$ cat config.mk
export PLATFORM = sky130hd
export DESIGN_NAME = regfile
export DESIGN_NICKNAME = d
export VERILOG_FILES = /design/src/rtl/regfile.sv
export SDC_FILE = /design/constraint.sdc
export NUM_CORES = 2
export LEC_CHECK = 0
export ABC_CLOCK_PERIOD_IN_PS = 3800
export CORE_MARGIN = 2
export CORE_UTILIZATION = 31
export CTS_CLUSTER_DIAMETER = 100
export CTS_CLUSTER_SIZE = 25
export DETAILED_ROUTE_END_ITERATION = 7
export PLACE_DENSITY = 0.5
export SYNTH_ARGS = -nofsm -noshare
export SYNTH_HDL_FRONTEND = slang
export SYNTH_SLANG_ARGS = --single-unit
$ cat constraint.sdc
create_clock -name clk -period 3.8 [get_ports clk]
set_clock_uncertainty 0.1 [all_clocks]
set_input_delay 0.76 -clock clk [delete_from_list [all_inputs] [get_ports clk]]
set_output_delay 0.76 -clock clk [all_outputs]
set_load 0.005 [all_outputs]
$ cat src/rtl/regfile.sv
// Architectural register file with rename tags: registered operand lookup for dispatch.
// Define RF_BYPASS_EN to forward a same-cycle commit to a matching lookup.
module regfile (
  input  logic        clk,
  input  logic        rst,
  input  logic        rdy,
  input  logic        iCLR,
  input  logic        iROB_nick_en,
  input  logic [4:0]  iROB_nick,
  input  logic [4:0]  iROB_nick_regnm,
  input  logic        iROB_cm_en,
  input  logic [4:0]  iROB_cm_regnm,
  input  logic [31:0] iROB_cm_dt,
  input  logic [4:0]  iROB_cm_nick,
  input  logic        iDP_en,
  input  logic [4:0]  iDP_rs1,
  input  logic [4:0]  iDP_rs2,
  output logic        oDP_valid,
  output logic        oDP_rs1_ready,
  output logic        oDP_rs2_ready,
  output logic [31:0] oDP_rs1_dt,
  output logic [31:0] oDP_rs2_dt,
  output logic [4:0]  oDP_rs1_nick,
  output logic [4:0]  oDP_rs2_nick
);
  localparam int DATA_W = 32;
  localparam int NICK_W = 5;
  localparam int NREG   = 32;

  typedef struct packed {
    logic              ready;
    logic [DATA_W-1:0] dt;
    logic [NICK_W-1:0] nick;
  } look_t;

  logic [DATA_W-1:0] data_q [NREG];
  logic [NICK_W-1:0] tag_q  [NREG];

  logic              vld_p1;
  logic              rs1_ready_p1, rs2_ready_p1;
  logic [DATA_W-1:0] rs1_dt_p1, rs2_dt_p1;
  logic [NICK_W-1:0] rs1_nick_p1, rs2_nick_p1;

  logic  byp1_p0, byp2_p0;
  look_t look1_p0, look2_p0;

  // x0 is never written outside reset, so reading it via rs==0 short-circuits anyway.
  function automatic look_t lookup(input logic [4:0] rs, input logic [NICK_W-1:0] tag,
                                   input logic [DATA_W-1:0] dt, input logic byp,
                                   input logic [DATA_W-1:0] cm_dt);
    look_t r;
    r = '0;
    if (rs == 5'd0) begin
      r.ready = 1'b1;
    end else if (tag == '0) begin
      r.ready = 1'b1;
      r.dt    = dt;
    end else if (byp) begin
      r.ready = 1'b1;
      r.dt    = cm_dt;
    end else begin
      r.nick  = tag;
    end
    return r;
  endfunction

  // Stage p0: lookup against pre-edge tag/data
  always_comb begin
    byp1_p0 = 1'b0;
    byp2_p0 = 1'b0;
`ifdef RF_BYPASS_EN
    byp1_p0 = iROB_cm_en && (iROB_cm_regnm == iDP_rs1) &&
              (iROB_cm_nick == tag_q[iDP_rs1]) && (tag_q[iDP_rs1] != '0);
    byp2_p0 = iROB_cm_en && (iROB_cm_regnm == iDP_rs2) &&
              (iROB_cm_nick == tag_q[iDP_rs2]) && (tag_q[iDP_rs2] != '0);
`endif
    look1_p0 = lookup(iDP_rs1, tag_q[iDP_rs1], data_q[iDP_rs1], byp1_p0, iROB_cm_dt);
    look2_p0 = lookup(iDP_rs2, tag_q[iDP_rs2], data_q[iDP_rs2], byp2_p0, iROB_cm_dt);
  end

  // Stage p1: state update and registered lookup results
  always_ff @(posedge clk) begin
    if (rst) begin
      for (int i = 0; i < NREG; i++) begin
        data_q[i] <= '0;
        tag_q[i]  <= '0;
      end
      vld_p1       <= 1'b0;
      rs1_ready_p1 <= 1'b0;
      rs2_ready_p1 <= 1'b0;
      rs1_dt_p1    <= '0;
      rs2_dt_p1    <= '0;
      rs1_nick_p1  <= '0;
      rs2_nick_p1  <= '0;
    end else if (iCLR) begin
      for (int i = 0; i < NREG; i++) tag_q[i] <= '0;
      if (rdy && iROB_cm_en && iROB_cm_regnm != 5'd0)
        data_q[iROB_cm_regnm] <= iROB_cm_dt;
      vld_p1 <= 1'b0;
    end else if (rdy) begin
      if (iROB_cm_en && iROB_cm_regnm != 5'd0) begin
        data_q[iROB_cm_regnm] <= iROB_cm_dt;
        if (tag_q[iROB_cm_regnm] == iROB_cm_nick)
          tag_q[iROB_cm_regnm] <= '0;
      end
      // A same-cycle rename overrides the commit's tag release.
      if (iROB_nick_en && iROB_nick_regnm != 5'd0 && iROB_nick != '0)
        tag_q[iROB_nick_regnm] <= iROB_nick;
      vld_p1 <= iDP_en;
      if (iDP_en) begin
        rs1_ready_p1 <= look1_p0.ready;
        rs2_ready_p1 <= look2_p0.ready;
        rs1_dt_p1    <= look1_p0.dt;
        rs2_dt_p1    <= look2_p0.dt;
        rs1_nick_p1  <= look1_p0.nick;
        rs2_nick_p1  <= look2_p0.nick;
      end
    end
  end

  assign oDP_valid     = vld_p1;
  assign oDP_rs1_ready = rs1_ready_p1;
  assign oDP_rs2_ready = rs2_ready_p1;
  assign oDP_rs1_dt    = rs1_dt_p1;
  assign oDP_rs2_dt    = rs2_dt_p1;
  assign oDP_rs1_nick  = rs1_nick_p1;
  assign oDP_rs2_nick  = rs2_nick_p1;
endmodule

==> flow_metrics.py <==
metrics = {
    "floorplan": {
        "row_count": 170,
        "core-area_um2": 215000,
        "initial_utilization_pct": 31.23,
        "die_area_um2": 220400,
        "ios": 146,
        "fp.dieH_um": 469.4,
        "die_w_um": 469.4,
    },
    "clocking": {
        "holdBufCountCts": 0,
        "path_clk_slew_ps": 100,
        "clkSinkCount": 1261,
        "root_buffer": "clkbuf_16",
        "cts_buffers": 70,
        "htree_levels": 3,
        "cts_buffer_depth": 3,
        "cts_setup_buffers": 0,
        "clk_latency_ps": 750,
        "cts_tree": "yes",
        "cts_resized": 0,
    },
    "global_routing": {
        "grt_pass1_wl_um": 354800,
        "grt_pass1_vias": 41870,
        "grt_overflow": 0,
        "grt_util_all_layers_pct": 23.13,
        "antenna_found_initial": 35,
        "grt_max_degree": 132,
    },
    "hold_path": {
        "hold_path_class": "in2reg",
        "hold_depth": 1,
        "min_to": "data_q[0][2]",
        "hold_path.startpoint": "rst",
    },
    "sta": {
        "min_period_ps": 3698,
        "max_freq_mhz": 270.4,
        "setup_viol": 0,
        "rsz0062_at_grt": "no",
        "report.final.slew_viol_count": 0,
        "relSlewSlack_pct": 18.38,
        "tightest_slew_ps": 1224,
        "finalCritPeriodShare_pct": 97.31,
        "hold_viol": 0,
        "fin_ws_ps": 102.1,
    },
    "pwr": {
        "p_int_uw": 21820,
        "pwr-share-clk_pct": 30.8,
        "powerDensity_nw_per_um2": 386.2,
        "p_leak_uw": 0.02642,
        "power_uw": 29820,
        "irDropWorstVdd_uv": 268.3,
        "swShare_pct": 26.84,
        "p_switching_uw": 8002,
        "comb_power_share_pct": 14.5,
        "seqPwrFrac_pct": 54.7,
    },
    "routing": {
        "firstDrtPassIters": 8,
        "wl_per_cell_um": 34.53,
        "first_iter_violations": 5234,
        "viasPerCell": 5.550,
        "vias": 41450,
        "ant_nets": 0,
        "finalWirelength_um": 257900,
        "drc": 0,
    },
    "layout": {
        "drive_gt1_share_pct": 26.86,
        "layout.nets": 4638,
        "area_growth_pct": 14.97,
        "fin_util_pct": 35.90,
    },
    "placed_design": {
        "hpwlAfterDp_um": 167600,
        "io_buffers": 145,
        "gp_congestion": 0.9047,
        "place_worst_setup_slack_ps": -589.0,
    },
    "synth": {
        "netlist_top_cells_area": "edfxtp_1 (53%), mux4_2 (22%), and2_1 (11%)",
        "postSynth.asyncResetShare_pct": 0,
        "synth-main-ff-cell": "edfxtp_1",
        "synth_top_area_share_pct": 52.95,
        "synth-edff-count": 1184,
        "mappedNetlistArea_um2": 67150,
        "ys_seq_elements": 1261,
        "synth_cell_types": 60,
        "synthCells": 4382,
        "yosysTopAreaCell": "edfxtp_1",
        "ys_seq_area_share_pct": 55.24,
        "yosysWarnings": 0,
        "avgSynthCellArea_um2": 15.32,
    },
    "outcome": {
        "status": "complete, no violations",
    },
    "flow_run": {
        "drv_cap": 0,
    },
    "setup_path": {
        "r2r_end": "tag_q[15][2]",
        "crit_path_max_fanout": 17,
        "cp-start-kind": "input pin",
        "timing.rr.start": "tag_q[5][1]",
        "critPathKind": "in2reg",
        "cp.required_ps": 4130,
        "reg2reg_slack_ps": 400,
        "end_kind": "flip-flop",
        "crit_arrival_ps": 4020,
        "ff2ff_path_depth": 8,
    },
}
==> sequential cells by signal, summed over array words and instances (netlist names) <==
name,flops
oDP_rs2_dt,32
oDP_rs1_dt,32
oDP_rs2_ready,1
oDP_rs1_ready,1
tag_q,160
oDP_rs1_nick,5
oDP_rs2_nick,5
data_q,1024
oDP_valid,1
==> critical path: stages <==
cell and delay (ps):
clkdlybuf4s50_1 450, buf_12 170, or4b_2 760, buf_4 190
o22ai_1 120, nor4_1 80, and3_1 190, nor4_2 320
buf_4 190, and4b_1 290, buf_4 180, a311o_1 320
==> area by class of cell <==
type	instances	area, µm²
clock buffer	94	1958
antenna	10	25.02
multi-input combinational	2713	28580
clock inverter	30	407.9
timing repair buffer	518	5568
tap	2838	3551
inverter	5	18.77
sequential	1261	37100
fill	20220	137800
==> power groups by stage <==
stage / clock, µW / sequential [µW] / combinational [µW]
6_report: 9180 / 16300 / 4330
5_1_grt: 9780 / 16400 / 4500
4_1_cts: 9380 / 16300 / 4350
3_5_place_dp: 0 / 16600 / 4340
3_3_place_gp: 0 / 16600 / 4340
2_1_floorplan: 0 / 16400 / 2490
==> logic make-up after synthesis <==
family                 count (synthesis)  share of synthesized area (%)
AND/OR/NAND/NOR                     1523                          13.51
flip-flops                          1261                          55.24
multiplexers                         929                          26.28
buffers and inverters                444                          2.760
AO/OA/AOI/OAI                        224                          2.199
other                                  1                       0.005584
==> how the worst max path moves through the flow <==
stage	endpoint	cells after the start	startpoint	slack [ps]
detailed placement	tag_q[15][2]	12	iROB_cm_regnm[1]	-590
floorplan	tag_q[13][0]	10	iROB_cm_regnm[0]	200
finish	tag_q[15][2]	12	iROB_cm_regnm[1]	100
global route	tag_q[7][4]	12	iROB_cm_regnm[1]	10
global placement	tag_q[23][0]	12	iROB_cm_regnm[1]	-610
CTS	tag_q[15][2]	12	iROB_cm_regnm[1]	200
==> placed cells by master (no fill, tap or decap), drive strengths merged, types with 35 or more instances in the layout <==
master and instances:
edfxtp 1184, and2 1150, mux4 667, buf 385, mux2i 259, clkdlybuf4s50 133
nand2 110, nor2 106, clkbuf 94, dfxtp 77, o21ai 59, o22ai 42
conb 37, a22oi 35
==> synth_stat cells, drive strengths merged, types with 6 or more instances <==
master     n
mux2i    259
buf      137
nand2b     9
nor2     106
nand4b     7
a21oi     23
clkbuf   302
a211o      6
nor4      13
dfxtp     77
and3       6
o31ai     34
a22oi     35
nand4      8
and2    1150
or2       34
edfxtp  1184
nand3     26
o21ai     59
nand2    110
mux4     667
nand3b     7
nor2b     17
o22ai     42
==> through the flow <==
stage | cells | cell area (µm²) | hold slack, ps | setup TNS, ps
after floorplan | 4418 | 67290 | 348.7 | 0
after global placement | 7335 | 74810 | 335.5 | -80930
after detailed placement | 7335 | 74810 | 341.9 | -73860
after CTS | 7459 | 77180 | 325.5 | 0
after global routing | 7464 | 77190 | 332.9 | 0
final | 7469 | 77200 | 358.6 | 0
==> layer usage <==
metal / up-vias / GRT usage, % / share of wire [%]
met3: 305 / 3.510 / 6.9
met5: - / 0 / 0.017
met2: 1800 / 38.42 / 48
met4: 8 / 5.864 / 2.7
met1: 22160 / 31.70 / 42
li1: 17190 / - / -
No activity file was read; power rests on OpenSTA's default activity.
